[config.mk]
export PLATFORM = sky130hd
export DESIGN_NAME = multicycle_control
export DESIGN_NICKNAME = d
export VERILOG_FILES = /design/src/rtl/rv32_pkg.sv /design/src/rtl/multicycle_control.sv
export SDC_FILE = /design/constraint.sdc
export NUM_CORES = 1
export LEC_CHECK = 0
export BUFFER_PORTS_ARGS = -buffer_cell sky130_fd_sc_hd__buf_4
export CAP_MARGIN = 10
export CORE_MARGIN = 2
export CORE_UTILIZATION = 40
export CTS_BUF_LIST = sky130_fd_sc_hd__clkbuf_2 sky130_fd_sc_hd__clkbuf_4 sky130_fd_sc_hd__clkbuf_8
export DETAILED_ROUTE_END_ITERATION = 12
export PLACE_DENSITY = 0.72
export SLEW_MARGIN = 10
export SYNTH_ARGS = -nofsm -noshare
export SYNTH_HDL_FRONTEND = slang
export SYNTH_SLANG_ARGS = --single-unit
[constraint.sdc]
create_clock -name clk -period 3.4 [get_ports clk]
set_input_delay 0.68 -clock clk [delete_from_list [all_inputs] [get_ports clk]]
set_output_delay 0.68 -clock clk [all_outputs]
set_load 0.02 [all_outputs]
[src/rtl/rv32_pkg.sv]
// Shared encodings for the multi-cycle RV32I core: opcodes, datapath
// select codes and the control-sequencer state enumeration.
package rv32_pkg;

    localparam int unsigned OPC_W = 7;

    // Major opcodes (IR[6:0])
    localparam logic [OPC_W-1:0] OPC_OP     = 7'b0110011;
    localparam logic [OPC_W-1:0] OPC_OP_IMM = 7'b0010011;
    localparam logic [OPC_W-1:0] OPC_LOAD   = 7'b0000011;
    localparam logic [OPC_W-1:0] OPC_STORE  = 7'b0100011;
    localparam logic [OPC_W-1:0] OPC_BRANCH = 7'b1100011;
    localparam logic [OPC_W-1:0] OPC_JAL    = 7'b1101111;
    localparam logic [OPC_W-1:0] OPC_JALR   = 7'b1100111;
    localparam logic [OPC_W-1:0] OPC_LUI    = 7'b0110111;
    localparam logic [OPC_W-1:0] OPC_AUIPC  = 7'b0010111;

    // Immediate generator format select
    localparam logic [2:0] IMM_I = 3'd0;
    localparam logic [2:0] IMM_S = 3'd1;
    localparam logic [2:0] IMM_B = 3'd2;
    localparam logic [2:0] IMM_U = 3'd3;
    localparam logic [2:0] IMM_J = 3'd4;

    // ALU operation
    localparam logic [1:0] ALU_OP_ADD    = 2'd0;
    localparam logic [1:0] ALU_OP_FUNCT  = 2'd1;
    localparam logic [1:0] ALU_OP_PASS_B = 2'd2;

    // ALU operand A source
    localparam logic [1:0] ALU_A_PC     = 2'd0;
    localparam logic [1:0] ALU_A_RS1    = 2'd1;
    localparam logic [1:0] ALU_A_OLD_PC = 2'd2;
    localparam logic [1:0] ALU_A_ZERO   = 2'd3;

    // ALU operand B source
    localparam logic [1:0] ALU_B_RS2  = 2'd0;
    localparam logic [1:0] ALU_B_IMM  = 2'd1;
    localparam logic [1:0] ALU_B_STEP = 2'd2;

    // Register-file write-back source
    localparam logic [1:0] WB_SEL_ALU  = 2'd0;
    localparam logic [1:0] WB_SEL_MEM  = 2'd1;
    localparam logic [1:0] WB_SEL_LINK = 2'd2;

    // PC load source
    localparam logic [1:0] PC_SRC_ALU     = 2'd0;
    localparam logic [1:0] PC_SRC_ALU_OUT = 2'd1;
    localparam logic [1:0] PC_SRC_JALR    = 2'd2;

    typedef enum logic [3:0] {
        S_FETCH,
        S_DECODE,
        S_EXEC_R,
        S_EXEC_I,
        S_LUI,
        S_AUIPC,
        S_ADDR,
        S_MEM_RD,
        S_MEM_WR,
        S_WB_ALU,
        S_WB_MEM,
        S_BRANCH,
        S_JAL,
        S_JALR,
        S_TRAP
    } ctl_state_e;

    // Immediate format implied by the opcode (I for anything without its own format)
    function automatic logic [2:0] imm_for_opcode(input logic [OPC_W-1:0] opc);
        logic [2:0] sel;
        sel = IMM_I;
        case (opc)
            OPC_STORE:            sel = IMM_S;
            OPC_BRANCH:           sel = IMM_B;
            OPC_LUI, OPC_AUIPC:   sel = IMM_U;
            OPC_JAL:              sel = IMM_J;
            default:              sel = IMM_I;
        endcase
        return sel;
    endfunction

endpackage

[src/rtl/multicycle_control.sv]
// Main sequencer of the multi-cycle RV32I core. Steps each instruction through
// fetch/decode/execute/memory/write-back, drives every datapath strobe and
// mux select, counts retired instructions and traps on unknown opcodes.
//
// Ports:
//   clk, reset            clock, synchronous active-high reset
//   opcode                IR[6:0], stable from the cycle after ir_write
//   br_taken              branch comparator result, used in BRANCH
//   mem_ready             memory read data valid / write accepted
//   mem_read, mem_write   memory requests; iord selects address (0 PC, 1 ALU)
//   ir_write, pc_write    IR / PC load enables; pc_src selects PC source
//   imm_sel               immediate format to the immediate generator
//   alu_a, alu_b, alu_op  ALU operand selects and operation
//   reg_write, wb_sel     register-file write enable and data source
//   trap                  one-cycle illegal-opcode pulse
//   instret               retired-instruction count
// Strobes are decoded from the current state (plus mem_ready/br_taken where
// the handshake needs it), so they are combinational by design.
module multicycle_control
    import rv32_pkg::*;
#(
    parameter int unsigned CNT_W   = 32,
    parameter int unsigned PC_STEP = 4
) (
    input  logic             clk,
    input  logic             reset,
    input  logic [6:0]       opcode,
    input  logic             br_taken,
    input  logic             mem_ready,
    output logic             mem_read,
    output logic             mem_write,
    output logic             iord,
    output logic             ir_write,
    output logic             pc_write,
    output logic [1:0]       pc_src,
    output logic [2:0]       imm_sel,
    output logic [1:0]       alu_a,
    output logic [1:0]       alu_b,
    output logic [1:0]       alu_op,
    output logic             reg_write,
    output logic [1:0]       wb_sel,
    output logic             trap,
    output logic [CNT_W-1:0] instret
);

    // The step constant itself lives in the datapath; reject a meaningless value here.
    if (PC_STEP == 0) begin : g_bad_pc_step
        $error("multicycle_control: PC_STEP must be nonzero");
    end

    ctl_state_e       state_q, state_d;
    logic [CNT_W-1:0] instret_q, instret_d;
    logic             retire_c;

    // State and retire counter; reset aborts any instruction in flight.
    always_ff @(posedge clk) begin
        if (reset) begin
            state_q   <= S_FETCH;
            instret_q <= '0;
        end else begin
            state_q   <= state_d;
            instret_q <= instret_d;
        end
    end

    // Next-state and output decode.
    always_comb begin
        state_d   = state_q;
        retire_c  = 1'b0;
        mem_read  = 1'b0;
        mem_write = 1'b0;
        iord      = 1'b0;
        ir_write  = 1'b0;
        pc_write  = 1'b0;
        pc_src    = PC_SRC_ALU;
        imm_sel   = IMM_I;
        alu_a     = ALU_A_PC;
        alu_b     = ALU_B_RS2;
        alu_op    = ALU_OP_ADD;
        reg_write = 1'b0;
        wb_sel    = WB_SEL_ALU;
        trap      = 1'b0;

        case (state_q)
            S_FETCH: begin
                mem_read = 1'b1;
                alu_a    = ALU_A_PC;
                alu_b    = ALU_B_STEP;
                alu_op   = ALU_OP_ADD;
                pc_src   = PC_SRC_ALU;
                if (mem_ready) begin
                    ir_write = 1'b1;
                    pc_write = 1'b1;
                    state_d  = S_DECODE;
                end
            end
            S_DECODE: begin
                // Speculatively form old PC + imm so BRANCH/JAL find the target in ALU_OUT.
                alu_a   = ALU_A_OLD_PC;
                alu_b   = ALU_B_IMM;
                alu_op  = ALU_OP_ADD;
                imm_sel = imm_for_opcode(opcode);
                case (opcode)
                    OPC_OP:              state_d = S_EXEC_R;
                    OPC_OP_IMM:          state_d = S_EXEC_I;
                    OPC_LOAD, OPC_STORE: state_d = S_ADDR;
                    OPC_BRANCH:          state_d = S_BRANCH;
                    OPC_JAL:             state_d = S_JAL;
                    OPC_JALR:            state_d = S_JALR;
                    OPC_LUI:             state_d = S_LUI;
                    OPC_AUIPC:           state_d = S_AUIPC;
                    default:             state_d = S_TRAP;
                endcase
            end
            S_EXEC_R: begin
                alu_a   = ALU_A_RS1;
                alu_b   = ALU_B_RS2;
                alu_op  = ALU_OP_FUNCT;
                state_d = S_WB_ALU;
            end
            S_EXEC_I: begin
                alu_a   = ALU_A_RS1;
                alu_b   = ALU_B_IMM;
                alu_op  = ALU_OP_FUNCT;
                imm_sel = IMM_I;
                state_d = S_WB_ALU;
            end
            S_LUI: begin
                alu_a   = ALU_A_ZERO;
                alu_b   = ALU_B_IMM;
                alu_op  = ALU_OP_ADD;
                imm_sel = IMM_U;
                state_d = S_WB_ALU;
            end
            S_AUIPC: begin
                alu_a   = ALU_A_OLD_PC;
                alu_b   = ALU_B_IMM;
                alu_op  = ALU_OP_ADD;
                imm_sel = IMM_U;
                state_d = S_WB_ALU;
            end
            S_ADDR: begin
                alu_a  = ALU_A_RS1;
                alu_b  = ALU_B_IMM;
                alu_op = ALU_OP_ADD;
                if (opcode == OPC_STORE) begin
                    imm_sel = IMM_S;
                    state_d = S_MEM_WR;
                end else begin
                    imm_sel = IMM_I;
                    state_d = S_MEM_RD;
                end
            end
            S_MEM_RD: begin
                mem_read = 1'b1;
                iord     = 1'b1;
                if (mem_ready) begin
                    state_d = S_WB_MEM;
                end
            end
            S_MEM_WR: begin
                mem_write = 1'b1;
                iord      = 1'b1;
                if (mem_ready) begin
                    retire_c = 1'b1;
                    state_d  = S_FETCH;
                end
            end
            S_WB_ALU: begin
                reg_write = 1'b1;
                wb_sel    = WB_SEL_ALU;
                retire_c  = 1'b1;
                state_d   = S_FETCH;
            end
            S_WB_MEM: begin
                reg_write = 1'b1;
                wb_sel    = WB_SEL_MEM;
                retire_c  = 1'b1;
                state_d   = S_FETCH;
            end
            S_BRANCH: begin
                imm_sel  = IMM_B;
                pc_src   = PC_SRC_ALU_OUT;
                pc_write = br_taken;
                retire_c = 1'b1;
                state_d  = S_FETCH;
            end
            S_JAL: begin
                imm_sel   = IMM_J;
                pc_src    = PC_SRC_ALU_OUT;
                pc_write  = 1'b1;
                reg_write = 1'b1;
                wb_sel    = WB_SEL_LINK;
                retire_c  = 1'b1;
                state_d   = S_FETCH;
            end
            S_JALR: begin
                alu_a     = ALU_A_RS1;
                alu_b     = ALU_B_IMM;
                alu_op    = ALU_OP_ADD;
                imm_sel   = IMM_I;
                pc_src    = PC_SRC_JALR;
                pc_write  = 1'b1;
                reg_write = 1'b1;
                wb_sel    = WB_SEL_LINK;
                retire_c  = 1'b1;
                state_d   = S_FETCH;
            end
            S_TRAP: begin
                trap    = 1'b1;
                state_d = S_FETCH;
            end
            default: begin
                state_d = S_FETCH;
            end
        endcase

        // Reset suppresses every side effect in the cycle it is asserted.
        if (reset) begin
            mem_read  = 1'b0;
            mem_write = 1'b0;
            ir_write  = 1'b0;
            pc_write  = 1'b0;
            reg_write = 1'b0;
            trap      = 1'b0;
            retire_c  = 1'b0;
        end

        // Wraps silently at all-ones.
        instret_d = instret_q + (retire_c ? CNT_W'(1) : CNT_W'(0));
    end

    assign instret = instret_q;

endmodule
==> reports/metrics.csv, run 1 <==
metric;value;unit
outcome;completed;
Finish-stage setup viols;0;
Pleak;1.11;nW
# IOs;63;
R2R Path End;instret[22]$_SDFF_PP0_;
Initial Utilization;41.0;%
Synth top area share;34.9;%
PostCTS Resize Cnt;0;
Slew @ Worst Pin;0.577;ns
endpoints failing hold;0;
Seq pwr share;37.5;%
Final Util;52.8;%
cell internal pwr;838;uW
pre-CTS setup slack;0.531;ns
total track usage;16.7;%
die width;75.9;um
clock share of power;24.1;%
hpwl dp;3450;um
switching share of power;37.5;%
Fillers;486;
core area;0.00504;mm2
Avg Inst Size Synth;7.98;um2
Worst-Skew Late Latency;0.28;ns
Nets;328;
vias;1992;
Rows;26;
CP Class;in -> out;
TritonCTS clock tree;yes;
endpoint class of the critical path;output pin;
vias in the first global route;1666;
total iterations of the first detailed-routing run;4;
period utilization;83.6;%
R2R setup slack;0.65;ns
Reg clk slew, reported paths;0.07;ns
ys async rst share;0;%
DRC;0;
P per Cell Area;503;mW/mm2
Post-DRT Antenna Nets;0;
PortBufs;61;
CP Launch Type;primary input;
worst setup margin;0.557;ns
RSZ-0062 raised after global routing;false;
final wirelength;4780;um
Psw;502;uW
initial antenna violation count;0;
Max-Cap Viols;0;
main flop type after synthesis;dfxtp_1;
crit path time final;2.84;ns
highest clock rate;0.352;GHz
VDD IR max;279;uV
hold path start;instret[31]$_SDFF_PP0_;
clk root buf;clkbuf_8;
die area;0.00576;mm2
Yosys cell types;49;
fraction of layout instances using a drive strength above 1;25.7;%
flops & latches, synth;36;
skew final;0.00392;ns
Data required, critical path;2.72;ns
mapped cell area;0.00207;mm2
worst hold path depth;2;
synthesized net count;272;
max-slew violation count;0;
cell count after synthesis;259;
setup TNS;0;ns
post-synthesis sequential area ratio;34.9;%
Initial DRC Count;96;
number of flops mapped to enable cells by yosys;0;
average vias per placed instance;5.17;
Clock Sink Count;36;
htree depth;2;
detailed-route wire length per cell;12.4;um
Endpoint, Worst Hold;instret[31]$_SDFF_PP0_;
WHS;0.521;ns
Inserted Clock Buffers;5;
slew margin rel.;61.5;%
Inserted Diodes;0;
Clock Tree Buf Depth;2;
Placer Congestion;0.926;
combinational power share;38.4;%
Post-CTS Setup Inserts;0;
synth-to-layout area growth;29.0;%
Yosys warnings;0;
post-synth top area cell;dfxtp_1;
gr ovfl total;0;
first-pass GRT wire length;7480;um
Hold Path Class;reg -> reg;
FF-to-FF path depth;9;
largest net degree at the start of global routing;41;
worst endpoint data arrival time;2.16;ns
ranking of synthesized cells by area;dfxtp_1 (35%), xor2_1 (9.8%), nor2_1 (8.7%);
worst-path fanout max;5;
Reg2Reg Launch Point;state_q[0]$_SDFFE_PP0P_;
hold_buf cts;0;
Die H;75.9;um
## worst max path at each step
stage / end / start / slack [ns]
2_1_floorplan: imm_sel[0] / opcode[2] / 0.75
3_3_place_gp: instret[22]$_SDFF_PP0_ / reset / 0.54
3_5_place_dp: instret[22]$_SDFF_PP0_ / reset / 0.53
4_1_cts: imm_sel[0] / opcode[2] / 0.56
5_1_grt: instret[30]$_SDFF_PP0_ / state_q[0]$_SDFFE_PP0P_ / 0.32
6_report: imm_sel[0] / opcode[2] / 0.56
## power groups by stage
stage | Combinational (mW) | Sequential [mW] | Clock, mW
floorplan | 0.393 | 0.465 | 0
CTS | 0.516 | 0.501 | 0.332
detailed placement | 0.515 | 0.511 | 0
finish | 0.515 | 0.502 | 0.323
global route | 0.559 | 0.510 | 0.346
global placement | 0.515 | 0.510 | 0
## worst max-delay path: stages
cell and delay (ns):
buf_4 0.13, nand4bb_1 0.24, or4b_4 0.56, a2111oi_2 0.35, buf_4 0.21
## cell type report
cell class / count / area (um2) / share of cell area (%)
Clock buffer: 7 / 96.3 / 3.62
Tap cell: 70 / 87.6 / 3.29
Inverter: 7 / 26.3 / 0.986
Timing Repair Buffer: 63 / 473 / 17.8
Multi-Input combinational cell: 202 / 1260 / 47.3
Sequential cell: 36 / 721 / 27.1
## through the flow
step                cell area, um2  power [mW]  std cells
floorplan                     2070       0.858        259
global placement              2570        1.03        378
detailed placement            2570        1.03        378
CTS                           2660        1.35        385
global route                  2660        1.41        385
finish                        2660        1.34        385
## cells in the mapped netlist, drive strengths merged (2+ instances only)
cell,instances
nand3,15
buf,4
a2111oi,2
nor4,7
a21oi,8
nor3,12
nor2,48
ha,2
o22ai,3
nand2b,3
nand2,16
clkbuf,10
a31oi,2
and2,2
nand4,13
and3,6
xnor2,9
xor2,23
a22oi,2
or3,2
o21ai,5
dfxtp,36
and3b,2
inv,7
a211oi,2
o21bai,2
nor2b,5
## kinds of logic (layout without fill, tap and decap cells)
group / after synthesis / in the layout / synth area share, %
other: 1 / 1 / 0.182
XOR/XNOR: 32 / 32 / 13.6
flip-flops: 36 / 36 / 34.9
AO/OA/AOI/OAI: 28 / 28 / 9.33
buffers and inverters: 21 / 77 / 4.12
AND/OR/NAND/NOR: 139 / 139 / 36.7
adder cells (fa/ha/maj): 2 / 2 / 1.21
## cells in the final DEF, fill, tap and decap left out, types with 2 or more instances in the layout
cell / Yosys / layout
clkbuf_8: 0 / 7
o22ai_1: 3 / 3
xor2_1: 23 / 23
nor2_1: 48 / 48
dfxtp_1: 36 / 36
a21oi_1: 8 / 8
a31oi_1: 2 / 2
and3b_1: 2 / 2
o21ai_0: 4 / 4
and3_1: 6 / 6
ha_1: 2 / 2
nor2b_1: 5 / 5
inv_1: 7 / 7
nor3_1: 10 / 10
o21bai_1: 2 / 2
nor4_1: 4 / 4
or3_1: 2 / 2
nand3_1: 14 / 14
nor3_2: 2 / 2
xnor2_1: 9 / 9
nand2_1: 16 / 16
nand2b_1: 3 / 3
nand4_1: 12 / 12
and2_1: 2 / 2
nor4_4: 2 / 2
buf_4: 1 / 63
## per-layer routing
metal  routed length [um]  part of all wire (%)  GRT usage (%)  up-vias
met5                    0                     0              0        -
met4                   57                   1.2           7.02        0
met3                  231                   4.8           3.57        6
met2                 2260                    47           26.1       58
met1                 2220                    47           22.3      919
li1                     -                     -              -     1009
## registers in the layout (all words and copies together), names as in the netlist
name     count
instret     32
state_q      4
Power figures use the tool's default switching activity.
==> run 2, diff against run 1 <==
==> constraint.sdc (replaced) <==
create_clock -name clk -period 2.9 [get_ports clk]
set_input_delay 0.58 -clock clk [delete_from_list [all_inputs] [get_ports clk]]
set_output_delay 0.58 -clock clk [all_outputs]
set_load 0.02 [all_outputs]
==> run 2 against run 1 <==
  * Register-to-register slack worse by 0.27 ns
  * Core utilization is 0.37 points higher
  * Final cell count up 1.0%
  * First-iteration DRC count shrank 6.3%
  * Clock skew increased by 0.0023 ns
  * Combinational power grew 31%
  * Critical path type unchanged
==> reports/metrics.csv, run 2 (same netlist as run 1, synthesis figures left out) <==
metric;value;unit;change
Critical Path Slowest Stage Cell;or4_1;;
setup TNS;0;ns;unchanged
Data required, critical path;2.32;ns;-0.40 ns
skew final;0.00617;ns;+0.00225 ns
average vias per placed instance;5.15;;-0.38%
gr ovfl total;0;;unchanged
total track usage;17.5;%;+0.78 points
commonest non-fill, non-tap cells in the layout;buf_4 (66), nor2_1 (48), dfxtp_1 (36);;
max-slew violation count;0;;unchanged
cell family with most CP delay;simple AND/OR/NAND/NOR gates;;
Worst path max stage delay;0.50;ns;-0.06 ns
worst-path cell chain;buf_4 > and3b_1 > nand4_1 > or4_1 > a21oi_1 > buf_4;;
total iterations of the first detailed-routing run;4;;unchanged
fraction of layout instances using a drive strength above 1;26.6;%;+0.93 points
# IOs;63;;unchanged
Initial DRC Count;90;;-6.3%
hold path start;instret[31]$_SDFF_PP0_;;
Clock Sink Count;36;;unchanged
Inserted Diodes;0;;unchanged
Worst-Skew Late Latency;0.29;ns;about the same
final wirelength;4860;um;+1.8%
max reg flops;32;;unchanged
WHS;0.511;ns;-0.0101 ns
detailed-route wire length per cell;12.5;um;+0.77%
Rows;26;;unchanged
hpwl dp;3560;um;+3.4%
slew margin rel.;60.1;%;-1.4 points
largest net degree at the start of global routing;41;;unchanged
Placer Congestion;0.880;;-4.9%
VDD IR max;361;uV;+29%
synth-to-layout area growth;29.9;%;
Nets;331;;+0.91%
Post-DRT Antenna Nets;0;;unchanged
Finish-stage setup viols;0;;unchanged
Endpoint, Worst Hold;instret[31]$_SDFF_PP0_;;
period utilization;89.6;%;
worst-path fanout max;6;;+1
endpoint class of the critical path;output pin;;
PortBufs;61;;unchanged
Pleak;1.13;nW;+1.5%
hold_buf cts;0;;unchanged
crit path time final;2.60;ns;
power consumption;1.58;mW;+18%
CP Class;in -> out;;
worst hold path depth;2;;unchanged
die width;75.9;um;unchanged
Max-Cap Viols;0;;unchanged
Most Frequent Cell on Critical Path;buf_4;;
die area;0.00576;mm2;unchanged
Multi-input gate area;0.00126;mm2;unchanged
worst setup margin;0.302;ns;-0.255 ns
Slew @ Worst Pin;0.597;ns;+0.0196 ns
DRC;0;;unchanged
Clock Tree Buf Depth;2;;unchanged
outcome;completed;;
WP buf/inv;2;;unchanged
worst endpoint data arrival time;2.02;ns;-0.14 ns
Inserted Clock Buffers;5;;unchanged
R2R setup slack;0.38;ns;-0.27 ns
clk root buf;clkbuf_8;;
highest clock rate;0.385;GHz;
TritonCTS clock tree;yes;;
Hold Path Class;reg -> reg;;
first-pass GRT wire length;7830;um;+4.7%
endpoints failing hold;0;;unchanged
core area;0.00504;mm2;unchanged
Reg2Reg Launch Point;state_q[2]$_SDFFE_PP0P_;;
commonest non-fill, non-tap cell in the layout;buf_4;;
Die H;75.9;um;unchanged
Post-CTS Setup Inserts;0;;unchanged
vias;2005;;+0.65%
vias in the first global route;1785;;+7.1%
PostCTS Resize Cnt;0;;unchanged
pre-CTS setup slack;0.206;ns;-0.325 ns
FF-to-FF path depth;9;;unchanged
initial antenna violation count;0;;unchanged
CP Launch Type;primary input;;
register area;721;um2;unchanged
Initial Utilization;41.0;%;unchanged
Fillers;500;;+2.9%
htree depth;2;;unchanged
R2R Path End;instret[22]$_SDFF_PP0_;;
Reg clk slew, reported paths;0.07;ns;about the same
P per Cell Area;590;mW/mm2;+17%
RSZ-0062 raised after global routing;false;;
-- run 2: cell types whose count changed in the layout (fill, tap and decap cells not counted) --
cell,change
clkinv_2,+2
clkbuf_8,-1
buf_4,+3
-- run 2: how the worst max path moves through the flow --
stage	from	to	slack, ns	cells after the start
global placement	reset	instret[30]$_SDFF_PP0_	0.31	10
detailed placement	reset	instret[28]$_SDFF_PP0_	0.21	10
finish	opcode[4]	imm_sel[2]	0.30	6
global route	state_q[2]$_SDFFE_PP0P_	instret[30]$_SDFF_PP0_	0.17	9
floorplan	state_q[0]$_SDFFE_PP0P_	instret[22]$_SDFF_PP0_	0.45	11
CTS	opcode[4]	imm_sel[2]	0.28	6
-- run 2: stage by stage --
stage	std cells	utilization, %	area, um2
floorplan	259	-	2070
global placement	381	51.4	2590
detailed placement	381	51.4	2590
CTS	389	53.2	2680
global route	389	53.2	2680
finish	389	53.2	2680
-- run 2: power breakdown --
| group | total, mW | switching [mW] | internal [mW] | leakage [nW] |
|---|---|---|---|---|
| sequential | 0.539 | 0.0208 | 0.518 | 0.290 |
| combinational | 0.676 | 0.404 | 0.272 | 0.790 |
| clock | 0.368 | 0.179 | 0.189 | 0.0510 |
| total | 1.58 | 0.604 | 0.979 | 1.13 |
-- run 2: worst reg2reg max path, cell delays in order (launching register included) --
cell and delay (ns):
dfxtp_1 0.50, nor4_1 0.14, nor3b_1 0.23, ha_1 0.23, ha_1 0.23, nand4_1 0.15, nor3_2 0.49, nand4_1 0.19
xnor2_1 0.18, nor2_1 0.06
-- run 2: area by class of cell --
type	instances	share of cell area (%)
tap	70	3.26
multi-input combinational	202	47.0
timing repair buffer	66	18.5
clock inverter	2	0.373
sequential	36	26.9
inverter	7	0.979
clock buffer	6	3.08
-- run 2: layer usage --
layer  wire [um]  track usage [%]  vias up  part of all wire, %
li1            -                -     1014                    -
met1        2150             22.6      938                   44
met2        2410             28.6       47                   50
met3         247             4.89        6                  5.1
met4          53             4.48        0                  1.1
met5           0                0        -                    0
